<file path="config.mk">
export PLATFORM = sky130hd
export DESIGN_NAME = hazard_detection_unit
export DESIGN_NICKNAME = d
export VERILOG_FILES = /design/src/rtl/hazard_detection_unit.sv
export SDC_FILE = /design/constraint.sdc
export NUM_CORES = 1
export LEC_CHECK = 0
export CAP_MARGIN = 20
export CORE_MARGIN = 8
export CORE_UTILIZATION = 47
export DETAILED_ROUTE_END_ITERATION = 10
export GPL_TIMING_DRIVEN = 0
export PLACE_DENSITY = 0.84
export SLEW_MARGIN = 20
export SYNTH_ARGS = -nofsm -noshare
export SYNTH_HDL_FRONTEND = slang
export SYNTH_SLANG_ARGS = --single-unit
</file>
<file path="constraint.sdc">
create_clock -name clk -period 7.08 [get_ports clk]
set_input_delay 2.124 -clock clk [delete_from_list [all_inputs] [get_ports clk]]
set_output_delay 2.124 -clock clk [all_outputs]
set_load 0.01 [all_outputs]
</file>
<file path="src/rtl/hazard_detection_unit.sv">
// Load-use hazard detector beside ID: tracks the instruction in EX and stalls PC/IF-ID for one
// cycle when the instruction presented for issue reads a register a preceding load writes.
module hazard_detection_unit #(
    parameter int unsigned REG_ADDR_W = 5,
    parameter int unsigned CNT_W      = 16
) (
    input  logic                  clk,
    input  logic                  rst_n,
    input  logic                  IDEX_valid,
    input  logic [REG_ADDR_W-1:0] IDEX_rs1,
    input  logic [REG_ADDR_W-1:0] IDEX_rs2,
    input  logic                  IDEX_use_rs1,
    input  logic                  IDEX_use_rs2,
    input  logic [REG_ADDR_W-1:0] IDEX_rd,
    input  logic                  IDEX_MemRead,
    input  logic                  flush,
    output logic                  stall,
    output logic                  pc_write,
    output logic                  ifid_write,
    output logic                  bubble,
    output logic [CNT_W-1:0]      stall_count
);

    logic [REG_ADDR_W-1:0] prev_rd;
    logic                  prev_load;
    logic                  rs1_match;
    logic                  rs2_match;
    logic                  issue;

    always_comb begin
        rs1_match  = IDEX_use_rs1 && (IDEX_rs1 == prev_rd);
        rs2_match  = IDEX_use_rs2 && (IDEX_rs2 == prev_rd);
        // x0 is never a real producer, so a load targeting it cannot create a dependency
        stall      = prev_load && (prev_rd != '0) && IDEX_valid && !flush
                     && (rs1_match || rs2_match);
        pc_write   = !stall;
        ifid_write = !stall;
        bubble     = stall || flush;
        issue      = IDEX_valid && !flush && !stall;
    end

    always_ff @(posedge clk or negedge rst_n) begin
        if (!rst_n) begin
            prev_rd   <= '0;
            prev_load <= 1'b0;
        end else if (issue) begin
            prev_rd   <= IDEX_rd;
            prev_load <= IDEX_MemRead;
        end else begin
            prev_rd   <= '0;
            prev_load <= 1'b0;
        end
    end

    always_ff @(posedge clk or negedge rst_n) begin
        if (!rst_n) begin
            stall_count <= '0;
        end else if (stall && (stall_count != {CNT_W{1'b1}})) begin
            stall_count <= stall_count + CNT_W'(1);
        end
    end

endmodule

</file>
=== After elaboration in Yosys (flattened, before gate mapping) ===
Cells that the tools add are included.

* Eq/ne operators: 3
* Mux-type cells: 2
* Reduce and logical (&&, ||, !) cells: 14
* Add/sub/neg operators: 1

{| class="wikitable"
|+ Operators with widths
! kind !! count
|-
| adder 16 x 1 -> 16 bit, second input constant || 1
|-
| inequality test 16 bit, second input constant || 1
|-
| equality test 5 bit || 2
|-
| logical AND 1 bit || 9
|-
| 2-to-1 mux 5 bit || 1
|-
| nonzero test 5 bit || 1
|-
| logical NOT 1 bit || 2
|-
| logical OR 1 bit || 2
|-
| 2-to-1 mux 1 bit || 1
|}

* Register bits after elaboration: 22
* Output and inout port bits: 20
* Logic and storage cells: 23

=== Longest topological paths before layout ===
Gate-level depths: netlist (run 1).

* Depth after elaboration: 8
* Depth in mapped cells: 6
* Gate-level depth less buffers: 6

=== Worst setup path before layout (run 1) ===
OpenSTA, ideal clock, no wires.

* Path kind: input to output
* Start point: in IDEX_rs1[1]
* End point: out pc_write
* Setup slack: 1,731 ps
* Cell stages on the path: 6
* Arrival time: 3,225 ps
* Required time: 4,956 ps
* Buffers on the path: 2
* Cells stage by stage: xnor2_1 -> nand4_1 -> o22ai_2 -> buf_4 -> nand2_1 -> buf_4

* Longest elaborated chain between the ends: 5

{| class="wikitable"
|+ RTL lines
! element !! line !! RTL
|-
| start: declaration || 10 || <nowiki>input logic [REG_ADDR_W-1:0] IDEX_rs1,</nowiki>
|-
| equality test 5 bit || 31 || <nowiki>rs1_match = IDEX_use_rs1 && (IDEX_rs1 == prev_rd);</nowiki>
|-
| logical AND 1 bit || 31 ||
|-
| logical OR 1 bit || 35 || <nowiki>&& (rs1_match || rs2_match);</nowiki>
|-
| logical AND 1 bit || 35 ||
|-
| logical NOT 1 bit || n/a ||
|-
| end: declaration || 18 || <nowiki>output logic pc_write,</nowiki>
|}

No other way between the ends.

=== Worst setup path after layout (run 1) ===
* Start point: in IDEX_rs1[1]
* End point: out bubble

* Longest elaborated chain between the ends: 5

{| class="wikitable"
|+ RTL lines
! element !! line !! RTL
|-
| equality test 5 bit || 31 ||
|-
| logical AND 1 bit || 31 ||
|-
| logical OR 1 bit || 35 ||
|-
| logical AND 1 bit || 35 ||
|-
| logical OR 1 bit || 38 || <nowiki>bubble = stall || flush;</nowiki>
|-
| end: declaration || 20 || <nowiki>output logic bubble,</nowiki>
|}

No other way between the ends.

==> impl_metrics.py, run 1 <==
metrics = {
    "run_status": {
        "status": "completed",
    },
    "yosys": {
        "yosys.area.top_type": "dfrtp_1",
        "ys_warn_count": 0,
        "async_reset_ff_share_pct": 100,
        "ys_ff_latch": 22,
        "synth_seq_area_share_pct": 47.4,
        "syn_avg_cell_area_um2": 10.6,
        "synth_edf_count": 0,
        "synth.distinct_cells": 26,
        "ys.flop_type": "dfrtp_1",
        "synthesis.nets": 133,
        "netlist_area_um2": 1160,
        "yosys.area.top_type_share_pct": 47.4,
        "ys_top_cells_by_area": "dfrtp_1 47%, xnor2_1 18%, nand4_1 6.5%, and2_1 3.2%, nand3_1 3.0%",
        "synth_cells": 110,
    },
    "global_routing": {
        "grt.busiest_layer": "met2",
        "grt.met1_usage_pct": 15.0,
        "grt_overflow": 0,
        "gr-usage-met3_pct": 5.95,
        "grt_pass1_wl_mm": 4.61,
        "grt_pass1_vias": 1009,
        "grt_max_degree": 23,
        "antenna_found_initial": 0,
        "track_usage_pct": 13.4,
        "grt_use_met2_pct": 22.4,
    },
    "timing": {
        "max_slew_margin_pct": 34.9,
        "worst_slack_ps": 582,
        "finalHoldViolCount": 0,
        "drv_slew": 0,
        "skew_ps": 4.35,
        "period_minus_slack_ps": 6500,
        "worst_slew_pin_slew_ps": 973,
        "fmax_mhz": 154,
        "hold-worst-slack_ps": 514,
        "setup_tns_ps": 0,
        "fin_crit_sh_pct": 91.8,
        "final-setup-viol-count": 0,
        "rsz0062_at_grt": "false",
    },
    "power_and_ir_drop": {
        "pwr-share-seq_pct": 57.9,
        "power.density_nw_per_um2": 135,
        "switchingPower_mw": 0.0475,
        "pwr-share-clk_pct": 30.3,
        "intPower_mw": 0.175,
        "swShare_pct": 21.4,
        "p_leak_nw": 0.686,
        "ir_worst_vdd_mv": 0.137,
        "combPwrFrac_pct": 11.9,
    },
    "die": {
        "die_y_um": 65.7,
        "dieArea_um2": 4320,
        "row_count": 18,
        "start_util_pct": 48.2,
        "die_width_um": 65.7,
        "io_pins": 42,
        "coreArea_um2": 2410,
    },
    "critical_path": {
        "startpoint_type": "input port",
        "reg2reg_from": "prev_rd[0]$_DFF_PN0_",
        "crit_path_start": "IDEX_rs1[1]",
        "cp-end-kind": "output pin",
        "critPathKind": "input port to output pin",
        "reg2reg_slack_ps": 5130,
        "path_max_fanout": 10,
        "critPathArrivalTime_ps": 4370,
        "cp.required_ps": 4960,
    },
    "detailed_routing": {
        "vias": 971,
        "drc": 0,
        "antenna_left": 0,
        "wl_per_cell_um": 15.1,
        "wl_mm": 2.80,
        "drt-initial-drc-count": 23,
        "avgViaCountPerCell": 5.25,
        "first_pass_iters": 4,
    },
    "clock_network": {
        "numCtsBuffers": 3,
        "h-tree-depth": 1,
        "cts_setup_buffers": 0,
        "clk_latency_ps": 300,
        "postCtsHoldBufs": 0,
        "ctsResizeCount": 0,
        "clock_sinks": 22,
        "cts_root_buf": "clkbuf_4",
        "clockBufferDepth": 2,
        "cts_tree": "done",
        "path_clk_slew_ps": 110,
    },
    "place": {
        "dp_hpwl_mm": 2.21,
        "gp_congestion": 0.824,
        "port_buffers": 41,
        "dp_worst_setup_slack_ps": 605,
    },
    "final_layout": {
        "fill_cells": 205,
        "fin_nets": 179,
        "num_antenna_cells": 0,
        "drive_gt1_share_pct": 9.68,
        "area_growth_pct": 41.7,
        "final_common_cell": "clkdlybuf4s50_1",
        "mostFrequentLayoutCells": "41 x clkdlybuf4s50_1, 24 x xnor2_1, 22 x dfrtp_1",
    },
    "min_path": {
        "hold_path_class": "flop to flop",
        "hold_start": "stall_count[15]$_DFFE_PN0P_",
    },
    "job": {
        "maxCapViolCount": 0,
    },
}
[per-stage QoR]
step                      power, mW  cell area [um2]  utilization [%]  instances
after floorplan               0.141             1160                -        110
after global placement        0.157             1610             66.8        181
after detailed placement      0.158             1610             66.8        181
after CTS                     0.225             1650             68.3        185
after global routing          0.233             1650             68.3        185
final                         0.223             1650             68.3        185
[worst paths after layout]
| check | end | cells after the start |
|---|---|---|
| hold / removal | stall_count[15]$_DFFE_PN0P_ | 1 |
| hold reg to reg | stall_count[15]$_DFFE_PN0P_ | 1 |
| min in group asynchronous | stall_count[4]$_DFFE_PN0P_ | 1 |
| max in group asynchronous | stall_count[7]$_DFFE_PN0P_ | 1 |
| setup reg to reg | stall_count[10]$_DFFE_PN0P_ | 5 |
| setup / recovery | bubble | 8 |
[area by class of cell]
class,count,area [um2],share of cell area (%)
Multi-Input combinational cell,81,578,35.1
Clock buffer,4,36.3,2.20
Tap cell,30,37.5,2.28
Timing Repair Buffer,41,410,24.9
Inverter,5,18.8,1.14
Sequential cell,22,551,33.4
Buffer,2,15.0,0.912
[cell usage after synthesis (2+ instances only)]
master / n
nand3_1: 7
and4_1: 2
nor2_1: 3
dfrtp_1: 22
buf_4: 2
nand4_1: 12
nand2_1: 9
xnor2_1: 24
nor4_1: 2
and3_1: 3
and2_1: 6
inv_1: 4
[power groups by stage]
stage / registers, mW / logic, mW / clock network [mW]
floorplan: 0.131 / 0.00948 / 0
global placement: 0.131 / 0.0260 / 0
detailed placement: 0.131 / 0.0267 / 0
CTS: 0.129 / 0.0269 / 0.0696
global route: 0.129 / 0.0290 / 0.0748
finish: 0.129 / 0.0265 / 0.0673
[critical path: stages]
cell and delay (ps):
clkdlybuf4s50_1 470, xnor2_1 120, nand4_1 130, o22ai_2 490, buf_4 270, nand2_1 130
nand2_1 90, clkdlybuf4s50_1 540
[kinds of logic (layout without fill, tap and decap cells)]
kind of cell               Yosys count  after routing  share of synthesized area, %
and+or+nand+nor                     50             50                          24.8
xor gates and xnor gates            24             24                          18.1
DFF                                 22             22                          47.4
buffers and inverters                7             52                          2.91
AOI/OAI and AO/OA                    4              4                          3.55
muxes                                2              2                          2.26
adders and majority gates            1              1                          1.08
[registers in the layout, summed over array words and instances (netlist names)]
| name | cells |
|---|---|
| prev_load | 1 |
| prev_rd | 5 |
| stall_count | 16 |
[routing by layer]
layer,up-vias,part of all wire [%]
met1,459,40
li1,471,-
met3,4,11
met2,37,48
met4,0,0.89
met5,-,0
(Power assumes the default switching activity.)
==> run 2: changes to the inputs <==
CTS_CLUSTER_SIZE = 14   (was not set)
==> results of run 2 <==
Same layout as run 1: the final DEF is identical, and so are final timing and power.
==> run 3: changes to the inputs <==
SETUP_SLACK_MARGIN = 0.4   (was not set)
==> results of run 3 <==
Same layout as run 1: the final DEF is identical, and so are final timing and power.
